<file path="config.mk">
export PLATFORM = sky130hd
export DESIGN_NAME = tlp_wrr_scheduler
export DESIGN_NICKNAME = d
export VERILOG_FILES = /design/src/rtl/tlp_wrr_scheduler.sv
export SDC_FILE = /design/constraint.sdc
export NUM_CORES = 1
export LEC_CHECK = 0
export CELL_PAD_IN_SITES_DETAIL_PLACEMENT = 1
export CELL_PAD_IN_SITES_GLOBAL_PLACEMENT = 2
export CORE_AREA = 4 4 119 76
export CTS_CLUSTER_SIZE = 12
export DETAILED_ROUTE_END_ITERATION = 6
export DIE_AREA = 0 0 123 80
export PLACE_DENSITY_LB_ADDON = 0.1
export SETUP_SLACK_MARGIN = 0.5
export SLEW_MARGIN = 30
export SYNTH_ARGS = -nofsm -noshare
export SYNTH_HDL_FRONTEND = slang
export SYNTH_SLANG_ARGS = --single-unit
</file>
<file path="constraint.sdc">
create_clock -name clk -period 3.2 [get_ports clk]
set_clock_uncertainty 0.2 [all_clocks]
set_input_delay 0.64 -clock clk [delete_from_list [all_inputs] [get_ports clk]]
set_output_delay 0.64 -clock clk [all_outputs]
set_load 0.02 [all_outputs]
</file>
<file path="src/rtl/tlp_wrr_scheduler.sv">
// -----------------------------------------------------------------------------
// tlp_wrr_scheduler
//
// Packet-level weighted round-robin scheduler for the TLP transmit path.
// A 16-slot priority table holds queue ids. Each slot's weight is the number
// of times its id appears in the table. In SCAN the slot under the pointer is
// examined once per cycle. A non-empty queue is granted and keeps the grant
// until its end-of-packet word is popped or MAX_WORDS words have been popped.
// An empty slot is skipped.
//
// Ports:
//   clk        in   rising-edge clock
//   reset      in   synchronous, active-high reset
//   cfg_we     in   priority table write enable (ignored during reset)
//   cfg_addr   in   [3:0] table slot to write
//   cfg_data   in   [1:0] queue id stored in the slot
//   q_empty    in   [3:0] bit i = queue i empty
//   q_eop      in   [3:0] bit i = head word of queue i ends its packet
//   out_ready  in   downstream accepts a word this cycle
//   pop        out  [3:0] one-hot dequeue strobe for the granted queue
//   out_valid  out  granted queue presents a word downstream
//   out_id     out  [1:0] id of the granted queue (0 while scanning)
//   len_err    out  one-cycle pulse on forced release at MAX_WORDS
// -----------------------------------------------------------------------------
module tlp_wrr_scheduler #(
    parameter int MAX_WORDS = 16
) (
    input  logic       clk,
    input  logic       reset,
    input  logic       cfg_we,
    input  logic [3:0] cfg_addr,
    input  logic [1:0] cfg_data,
    input  logic [3:0] q_empty,
    input  logic [3:0] q_eop,
    input  logic       out_ready,
    output logic [3:0] pop,
    output logic       out_valid,
    output logic [1:0] out_id,
    output logic       len_err
);

    typedef enum logic [0:0] {
        SCAN = 1'b0,
        XFER = 1'b1
    } state_t;

    localparam logic [7:0] MAX_WORDS_C = 8'(MAX_WORDS);

    state_t      state_r;
    state_t      state_s;
    logic [1:0]  table_r [16];
    logic [3:0]  ptr_r;
    logic [3:0]  ptr_s;
    logic [1:0]  gnt_id_r;
    logic [1:0]  gnt_id_s;
    logic [7:0]  word_cnt_r;
    logic [7:0]  word_cnt_s;
    logic        len_err_r;
    logic        len_err_s;

    logic [1:0]  scan_q_s;
    logic        grant_valid_s;
    logic        pop_fire_s;
    logic [7:0]  word_cnt_inc_s;

    // Queue id under the scan pointer; a same-cycle write to this slot is
    // only seen on the next read because the table is registered.
    assign scan_q_s = table_r[ptr_r];

    // The granted queue has a word to present; reset forces this low so an
    // in-flight packet is abandoned without popping.
    assign grant_valid_s = (state_r == XFER) && !reset && !q_empty[gnt_id_r];

    assign pop_fire_s     = grant_valid_s && out_ready;
    assign word_cnt_inc_s = word_cnt_r + 8'd1;

    // State register.
    always_ff @(posedge clk) begin
        if (reset) begin
            state_r <= SCAN;
        end else begin
            state_r <= state_s;
        end
    end

    // Datapath registers: pointer, grant id, packet word counter, error pulse.
    always_ff @(posedge clk) begin
        if (reset) begin
            ptr_r      <= 4'd0;
            gnt_id_r   <= 2'd0;
            word_cnt_r <= 8'd0;
            len_err_r  <= 1'b0;
        end else begin
            ptr_r      <= ptr_s;
            gnt_id_r   <= gnt_id_s;
            word_cnt_r <= word_cnt_s;
            len_err_r  <= len_err_s;
        end
    end

    // Priority table: reset to slot index mod 4, writable in any state.
    // The active grant is held in gnt_id_r, so rewriting its slot is harmless.
    always_ff @(posedge clk) begin
        if (reset) begin
            for (int i = 0; i < 16; i++) begin
                table_r[i] <= 2'(i);
            end
        end else if (cfg_we) begin
            table_r[cfg_addr] <= cfg_data;
        end else begin
            table_r[cfg_addr] <= table_r[cfg_addr];
        end
    end

    // Next-state and datapath next-value logic.
    always_comb begin
        state_s    = state_r;
        ptr_s      = ptr_r;
        gnt_id_s   = gnt_id_r;
        word_cnt_s = word_cnt_r;
        len_err_s  = 1'b0;
        case (state_r)
            SCAN: begin
                if (!q_empty[scan_q_s]) begin
                    // Grant; pointer stays on this slot until release.
                    state_s    = XFER;
                    gnt_id_s   = scan_q_s;
                    word_cnt_s = 8'd0;
                end else begin
                    ptr_s = ptr_r + 4'd1;
                end
            end
            XFER: begin
                if (pop_fire_s) begin
                    word_cnt_s = word_cnt_inc_s;
                    if (q_eop[gnt_id_r]) begin
                        // Normal release; eop wins over the length limit.
                        state_s = SCAN;
                        ptr_s   = ptr_r + 4'd1;
                    end else if (word_cnt_inc_s == MAX_WORDS_C) begin
                        state_s   = SCAN;
                        ptr_s     = ptr_r + 4'd1;
                        len_err_s = 1'b1;
                    end else begin
                        state_s = XFER;
                    end
                end else begin
                    // Stalled (queue empty or downstream busy): hold grant.
                    state_s = XFER;
                end
            end
            default: begin
                state_s = SCAN;
            end
        endcase
    end

    // Outputs: combinational from registered grant and live queue status.
    always_comb begin
        pop       = 4'd0;
        out_valid = 1'b0;
        out_id    = 2'd0;
        case (state_r)
            XFER: begin
                if (!reset) begin
                    out_id    = gnt_id_r;
                    out_valid = grant_valid_s;
                    pop[gnt_id_r] = pop_fire_s;
                end else begin
                    out_id = 2'd0;
                end
            end
            SCAN: begin
                out_id = 2'd0;
            end
            default: begin
                out_id = 2'd0;
            end
        endcase
    end

    assign len_err = len_err_r;

endmodule

</file>
==> impl_metrics.csv <==
group,metric,value,unit
status,status,"completed",
critical_path,setup.worst_path.start_class,"input pin",
power,power_density,638,nW/um2
timing,fin_crit,2750,ps
placed_design,hpwl,6110,um
routing,num_vias,2329,
critical_path,worstRegToRegCells,9,
critical_path,crit_fanout,3,
synthesis,postSynthAreaPerCell,10.1,um2
min_path,holdPathEnd,"word_cnt_r[7]$_SDFFE_PP0P_",
final_layout,postLayoutCoreUtil,0.482,
synthesis,yosys_warnings,0,
final_layout,area_delta_synth_final,30.7,%
final_layout,drive_gt1_frac,0.265,
clocking,numCtsBuffers,5,
synthesis,yosysSeqAreaShare,0.474,
synthesis,synth-edff-count,32,
routing,viasPerCell,5.25,
final_layout,num_antenna_cells,0,
floorplanning,dieHeight,80,um
floorplanning,num_io_pins,26,
global_routing,grt_max_degree,20,
synthesis,syn-num-nets,304,
clocking,cts_max_path_buffers,2,
power,ir_drop,0.287,mV
clocking,cts_tree,"built",
critical_path,crit_start,"q_empty[3]",
clocking,clock_sink_count,52,
synthesis,netlist_instances,283,
placed_design,placed_area,3410,um2
critical_path,ff2ff_setup_slack,540,ps
routing,ant_nets,0,
clocking,cts_root_buffer,"clkbuf_16",
clocking,clock_latency,290,ps
timing,slew_headroom,0.579,
synthesis,synth_ff_type,"edfxtp_1",
global_routing,grt_util_all_layers,0.175,
floorplanning,start_util,0.369,
routing,wl_per_cell,18.3,um
synthesis,async_reset_ff_frac,0,
synthesis,synth_top_area_frac,0.335,
clocking,htreeDepth,2,
critical_path,required,2360,ps
timing,final_hold_viol_count,0,
synthesis,yosys.area.top_type,"edfxtp_1",
routing,postRouteWirelength,8120,um
routing,drtIter0Drc,118,
synthesis,synth_area_leaders,"edfxtp_1 33%, dfxtp_1 14%, mux4_2 4.7%",
routing,drtPass1Iterations,4,
timing,rsz0062_at_grt,"yes",
clocking,clk_pin_slew_worst_paths,60,ps
global_routing,antenna_found_initial,0,
min_path,hp-class,"reg -> reg",
job,maxCapViolCount,0,
timing,setup_violations,0,
global_routing,grt_overflow_total,0,
synthesis,yosysUniqueCellTypes,45,
placed_design,portBuffers,25,
global_routing,grt_pass1_wl,12900,um
final_layout,nets,356,
timing,post-route-period-util,0.859,
timing,clock.fmax,364,MHz
timing,slew_violations,0,
min_path,hp-start,"word_cnt_r[7]$_SDFFE_PP0P_",
synthesis,ys_ff_latch,52,
synthesis,netlist_area,2870,um2
critical_path,critical_path_class,"in -> out",
placed_design,gp_congestion,0.743,
floorplanning,chipWidth,123,um
floorplanning,rows,25,
global_routing,grt_pass1_vias,2297,
min_path,hold_path_depth,2,
placed_design,placed_cells_incl_taps,425,
final_layout,final_cell_area,3750,um2
critical_path,arrival,1910,ps
timing,worst_pin_slew,630,ps
floorplanning,coreArea,7790,um2
floorplanning,die-area,9840,um2
power,p_leak,1.40,nW
routing,drc,0,
critical_path,endpoint_kind,"output port",
final_layout,instances_no_fill,444,
critical_path,r2r_end,"gnt_id_r[0]$_SDFFE_PP0P_",
final_layout,fillers,864,
-- per-layer routing --
metal / track usage / wire length [um] / part of all wire / vias to the layer above
li1: - / - / - / 1151
met2: 0.238 / 3160 / 0.39 / 46
met1: 0.281 / 4440 / 0.55 / 1128
met3: 0.0361 / 475 / 0.058 / 4
met5: 0 / 0 / 0 / -
met4: 0.0331 / 48 / 0.0059 / 0
-- critical path, stage by stage --
cell,delay [ps]
buf_6,90
mux4_2,490
nor3_4,190
and2_4,210
and3_4,180
buf_6,110
-- worst max path at each step --
stage / end / slack, ps / cells after the start
finish: pop[3] / 450 / 6
global route: out_valid / 400 / 8
floorplan: pop[2] / 330 / 6
detailed placement: pop[3] / -430 / 6
global placement: pop[3] / -400 / 6
CTS: pop[3] / 460 / 6
-- kinds of logic (layout without fill, tap and decap cells) --
group	count (synthesis)	after routing	share of synthesized area
AO/OA/AOI/OAI	35	35	0.0885
AND/OR/NAND/NOR	159	159	0.307
flip-flops	52	52	0.474
XOR/XNOR	2	2	0.00610
multiplexers	19	19	0.0928
adder cells (fa/ha/maj)	3	3	0.0131
buffers and inverters	13	66	0.0187
-- synth_stat cells (4+ instances only) --
master,number
edfxtp_1,32
nand2_1,27
dfxtp_1,20
and2_1,17
or3_1,17
and3_1,15
nor2_1,14
mux2i_1,12
nor3_1,12
clkbuf_1,10
nand2b_1,10
nand3_1,10
or2_2,10
nor2b_1,9
o21ai_0,8
mux4_2,6
nand4_1,6
nor3b_1,5
a21o_1,4
-- stage by stage --
step / hold slack (ps) / total power [mW] / setup slack, ps / TNS, ps
CTS: 295 / 2.27 / 456 / 0
global route: 349 / 2.53 / 404 / 0
finish: 293 / 2.40 / 451 / 0
floorplan: 258 / 1.34 / 326 / 0
detailed placement: 287 / 1.60 / -426 / -1860
global placement: 280 / 1.59 / -402 / -1650
-- sequential cells by signal, summed over array words and instances, names as in the netlist, named ones only --
name	flops
ptr_r	4
gnt_id_r	2
len_err	1
table_r	32
state_r	1
word_cnt_r	8
-- cell usage in the layout (no fill, tap or decap), drive strengths merged, types with 3 or more instances in the layout --
| cell type | instances |
|---|---|
| buf | 42 |
| edfxtp | 32 |
| nand2 | 27 |
| dfxtp | 20 |
| or3 | 17 |
| and2 | 17 |
| and3 | 15 |
| nor2 | 15 |
| clkdlybuf4s50 | 14 |
| mux2i | 12 |
| nor3 | 12 |
| nand2b | 10 |
| or2 | 10 |
| nand3 | 10 |
| nor2b | 9 |
| o21ai | 8 |
| mux4 | 6 |
| nand4 | 6 |
| clkbuf | 5 |
| nor3b | 5 |
| a21o | 4 |
| o21bai | 3 |
| o22ai | 3 |
| ha | 3 |
-- repair_timing --
| item | CTS | global route |
|---|---|---|
| endpoints found under the setup margin | 23 | 19 |
| endpoints found under the hold margin | 0 | 0 |
| gates resized for setup | 63 | 12 |
| pin swaps | 6 | 3 |
| setup buffers | 5 | 6 |
| hold buffers | 0 | 0 |
-- power breakdown --
part	switching [mW]	total, mW	internal [mW]
Clock	0.238	0.605	0.367
Combinational	0.466	0.924	0.458
Sequential	0.0793	0.866	0.787
Total	0.783	2.40	1.61
-- layout make-up --
type / count / area, um2 / share of cell area
clock buffer: 5 / 125 / 0.0333
sequential: 52 / 1370 / 0.364
timing repair buffer: 57 / 514 / 0.137
inverter: 1 / 3.75 / 0.00100
clock inverter: 3 / 42.5 / 0.0113
tap: 108 / 135 / 0.0360
multi-input combinational: 218 / 1570 / 0.417
Note: power is estimated with default switching activity, not from simulation.
==> patch 1: new RTL, config.mk and constraints unchanged <==
Put one more register stage on the output `len_err`, with the module's reset. The value now appears one clock later. The other outputs are not delayed to match. Comments in the files are not updated.
--- a/src/rtl/tlp_wrr_scheduler.sv
+++ b/src/rtl/tlp_wrr_scheduler.sv
@@ -179,7 +179,13 @@
         endcase
     end
 
-    assign len_err = len_err_r;
+    always_ff @(posedge clk) begin
+        if (reset) begin
+            len_err <= '0;
+        end else begin
+            len_err <= len_err_r;
+        end
+    end
 
 endmodule
 
Check against the original RTL: no difference found for any inputs over 10 cycles, from zero or initial values and one cycle with reset high; that may be too few to reach the edited logic, so the function may still have changed.
==> patch 1 against the unedited design <==
- power increased by 1.9%
- design area increased by 2.7%
- worst setup slack got worse by 0.19 ns
- sequential cell count increased by 1
- routed wire length increased by 2.2%
- area after synthesis increased by 1.7%
- sequential share of layout area decreased by 0.32 points
- utilization increased by 1.3 points
- final cell count decreased by 2.0%
- largest cell class unchanged
==> patch 1: results <==
yosys:
  synth_commonest_cells: "32 x edfxtp_1, 21 x dfxtp_1, 21 x nand2_1, 18 x nor2_1"
  syn_inst: 272
  synth-edff-count: 32
  synth-seq-area-share_pct: 47.3
  syn-num-nets: 293
  async_flop_share_pct: 0
  synth_area_leaders: "edfxtp_1 33%, dfxtp_1 14%, mux4_1 3.6%, nand2b_1 3.2%, or2_2 3.2%"
  ys_types: 50
finish:
  reg.largest.list: "table_r (32), word_cnt_r (8), ptr_r (4)"
  drive_gt1_share_pct: 36.7
  layout.nets: 347
  final_cells: 435
  fillCellCount: 814
  antenna_cells: 0
drt:
  firstDrtPassIters: 4
  drc: 0
  vias: 2251
  wl_met3_um: 372
  drt_iter0_drc: 115
  drt-met1-wl_um: 4480
  wl_met2_um: 3370
  wl_um: 8300
worst_setup_path:
  cp_max_fo: 6
  worstRegToRegCells: 7
  crit_family: "multiplexers"
  cp_slowest_cell: "mux4_2"
  cp_data_arrival_time_ns: 2.92
grt:
  grt_max_degree: 37
  grt_util_all_layers_pct: 17.7
  grt_pass1_wl_um: 13100
  grt.met1_usage_pct: 27.6
  use_met3_pct: 3.82
  antenna_found_initial: 0
  grtUsageMet2_pct: 25.0
clock_tree:
  cts_buffers: 5
  clock_latency_ns: 0.29
  cts-resized-gates: 80
  clkSlewWorstSetupHoldPaths_ns: 0.07
  post_cts_buffers: 13
  htree_levels: 2
pwr:
  vdd_drop_max_uv: 221
  finalPower_uw: 2440
  power.internal_uw: 1650
  power_leakage_uw: 0.00146
  p_comb_share_pct: 42.1
  powerSeq_uw: 869
worst_hold_path:
  hold_depth: 1
  hold_path_class: "flip-flop to flip-flop"
placement:
  postPlaceCellArea_um2: 3430
  dp_hpwl_um: 5860
  dp.cells: 410
  dp_slack_ns: -0.466
  gp_congestion: 0.694
status:
  status: "completed"
sta:
  worst_slew_pin_slew_ns: 0.584
## patch 1: area by class of cell
cell class	count	area, um^2	share of cell area (%)
timing repair buffer	64	577	15.0
tap	108	135	3.51
clock buffer	6	129	3.34
sequential	53	1390	36.1
inverter	2	7.51	0.195
clock inverter	2	13.8	0.357
multi-input combinational	200	1600	41.6
## patch 1: path summary, 6_finish.rpt
kind	startpoint	endpoint	slack (ns)
worst max-delay path	flip-flop	flip-flop	0.26
worst min-delay path	len_err_r$_SDFF_PP0_	len_err$_SDFF_PP0_	0.25
worst max register to register	flip-flop	flip-flop	0.26
worst min register to register	len_err_r$_SDFF_PP0_	len_err$_SDFF_PP0_	0.25
## patch 1: cell families (layout without fill, tap and decap cells)
kind of cell	count (synthesis)	after routing	share of synthesized area [%]
AND/OR/NAND/NOR	132	132	25.4
flip-flops	53	53	47.3
AO/OA/AOI/OAI	40	40	9.13
multiplexers	24	24	13.0
buffers and inverters	19	74	3.51
adder cells (fa/ha/maj)	3	3	1.29
XOR/XNOR	1	1	0.300
==> patch 2: new RTL, config.mk and constraints unchanged <==
Made on the original files. `MAX_WORDS`: 16 -> 12.
--- a/src/rtl/tlp_wrr_scheduler.sv
+++ b/src/rtl/tlp_wrr_scheduler.sv
@@ -23,7 +23,7 @@
 //   len_err    out  one-cycle pulse on forced release at MAX_WORDS
 // -----------------------------------------------------------------------------
 module tlp_wrr_scheduler #(
-    parameter int MAX_WORDS = 16
+    parameter int MAX_WORDS = 12
 ) (
     input  logic       clk,
     input  logic       reset,
Check against the original RTL: same outputs for any inputs over 10 cycles, from zero or initial values and one cycle with reset high; that may be too few to reach the edited logic, so the function may still have changed.
==> patch 2 against the unedited design <==
- maximum frequency is 2.6% lower
- highest routed layer unchanged
- final cell count is 7.7% lower
- sequential cell count is the same
- worst setup slack worse by 0.072 ns
- largest power group unchanged
- sequential share of layout area is 1.4 points higher
- area after synthesis decreased by 3.9%
- critical endpoint is now word_cnt_r[7]$_SDFFE_PP0P_
- power fell by 2.9%
- routed wire length shrank 5.8%
- design area is 3.7% lower
==> patch 2: results <==
pwr:
  vdd_drop_max_uv: 299
  power_leakage_uw: 0.00134
clock_tree:
  cts-resized-gates: 73
worst_setup_path:
  reg2reg_slack_ns: 0.38
  endpoint: "word_cnt_r[7]$_SDFFE_PP0P_"
drt:
  wl_met2_um: 3070
  vias: 2105
  drt_iter0_drc: 121
  avgViaCountPerCell: 5.13
status:
  status: "completed"
finish:
  nClkBuffers: 6
  n_all_buffers: 52
  fillCellCount: 832
  sh_seq_area_pct: 37.8
  clk_share_pct: 3.88
  drive_gt1_share_pct: 31.1
  inv_count: 5
  layout.nets: 322
grt:
  grt.met1_usage_pct: 25.7
  use_met3_pct: 3.75
yosys:
  synth-seq-area-share_pct: 49.3
  synth_compound_gate_area_share_pct: 12.3
  synth_xor_area_share_pct: 0.635
sta:
  worst_slew_pin_slew_ns: 0.572
placement:
  gp_congestion: 0.782
==> patch 2: worst max-delay path, delay by kind of cell, from the launching register on <==
kind	cells	cell delay, ns
flip-flops	1	0.39
multiplexers	3	1.10
buffers and inverters	1	0.16
AO/OA/AOI/OAI	4	0.87
==> patch 2: stage by stage <==
stage	area [um^2]	utilization [%]	hold WS, ns	setup TNS [ns]	setup slack (ns)
2_1_floorplan	2850	-	0.255	0	0.343
3_3_place_gp	3290	42.2	0.283	-3.00	-0.404
3_5_place_dp	3290	42.2	0.280	-3.64	-0.439
4_1_cts	3550	45.6	0.298	0	0.326
5_1_grt	3610	46.4	0.337	0	0.266
6_report	3610	46.4	0.295	0	0.378
==> patch 2: report_power, final <==
group	internal (uW)	leakage, uW	total [uW]	switching, uW
logic	487	0.000795	933	447
clock network	288	0.0000645	533	245
registers	780	0.000476	858	78.0
total	1560	0.00134	2330	770
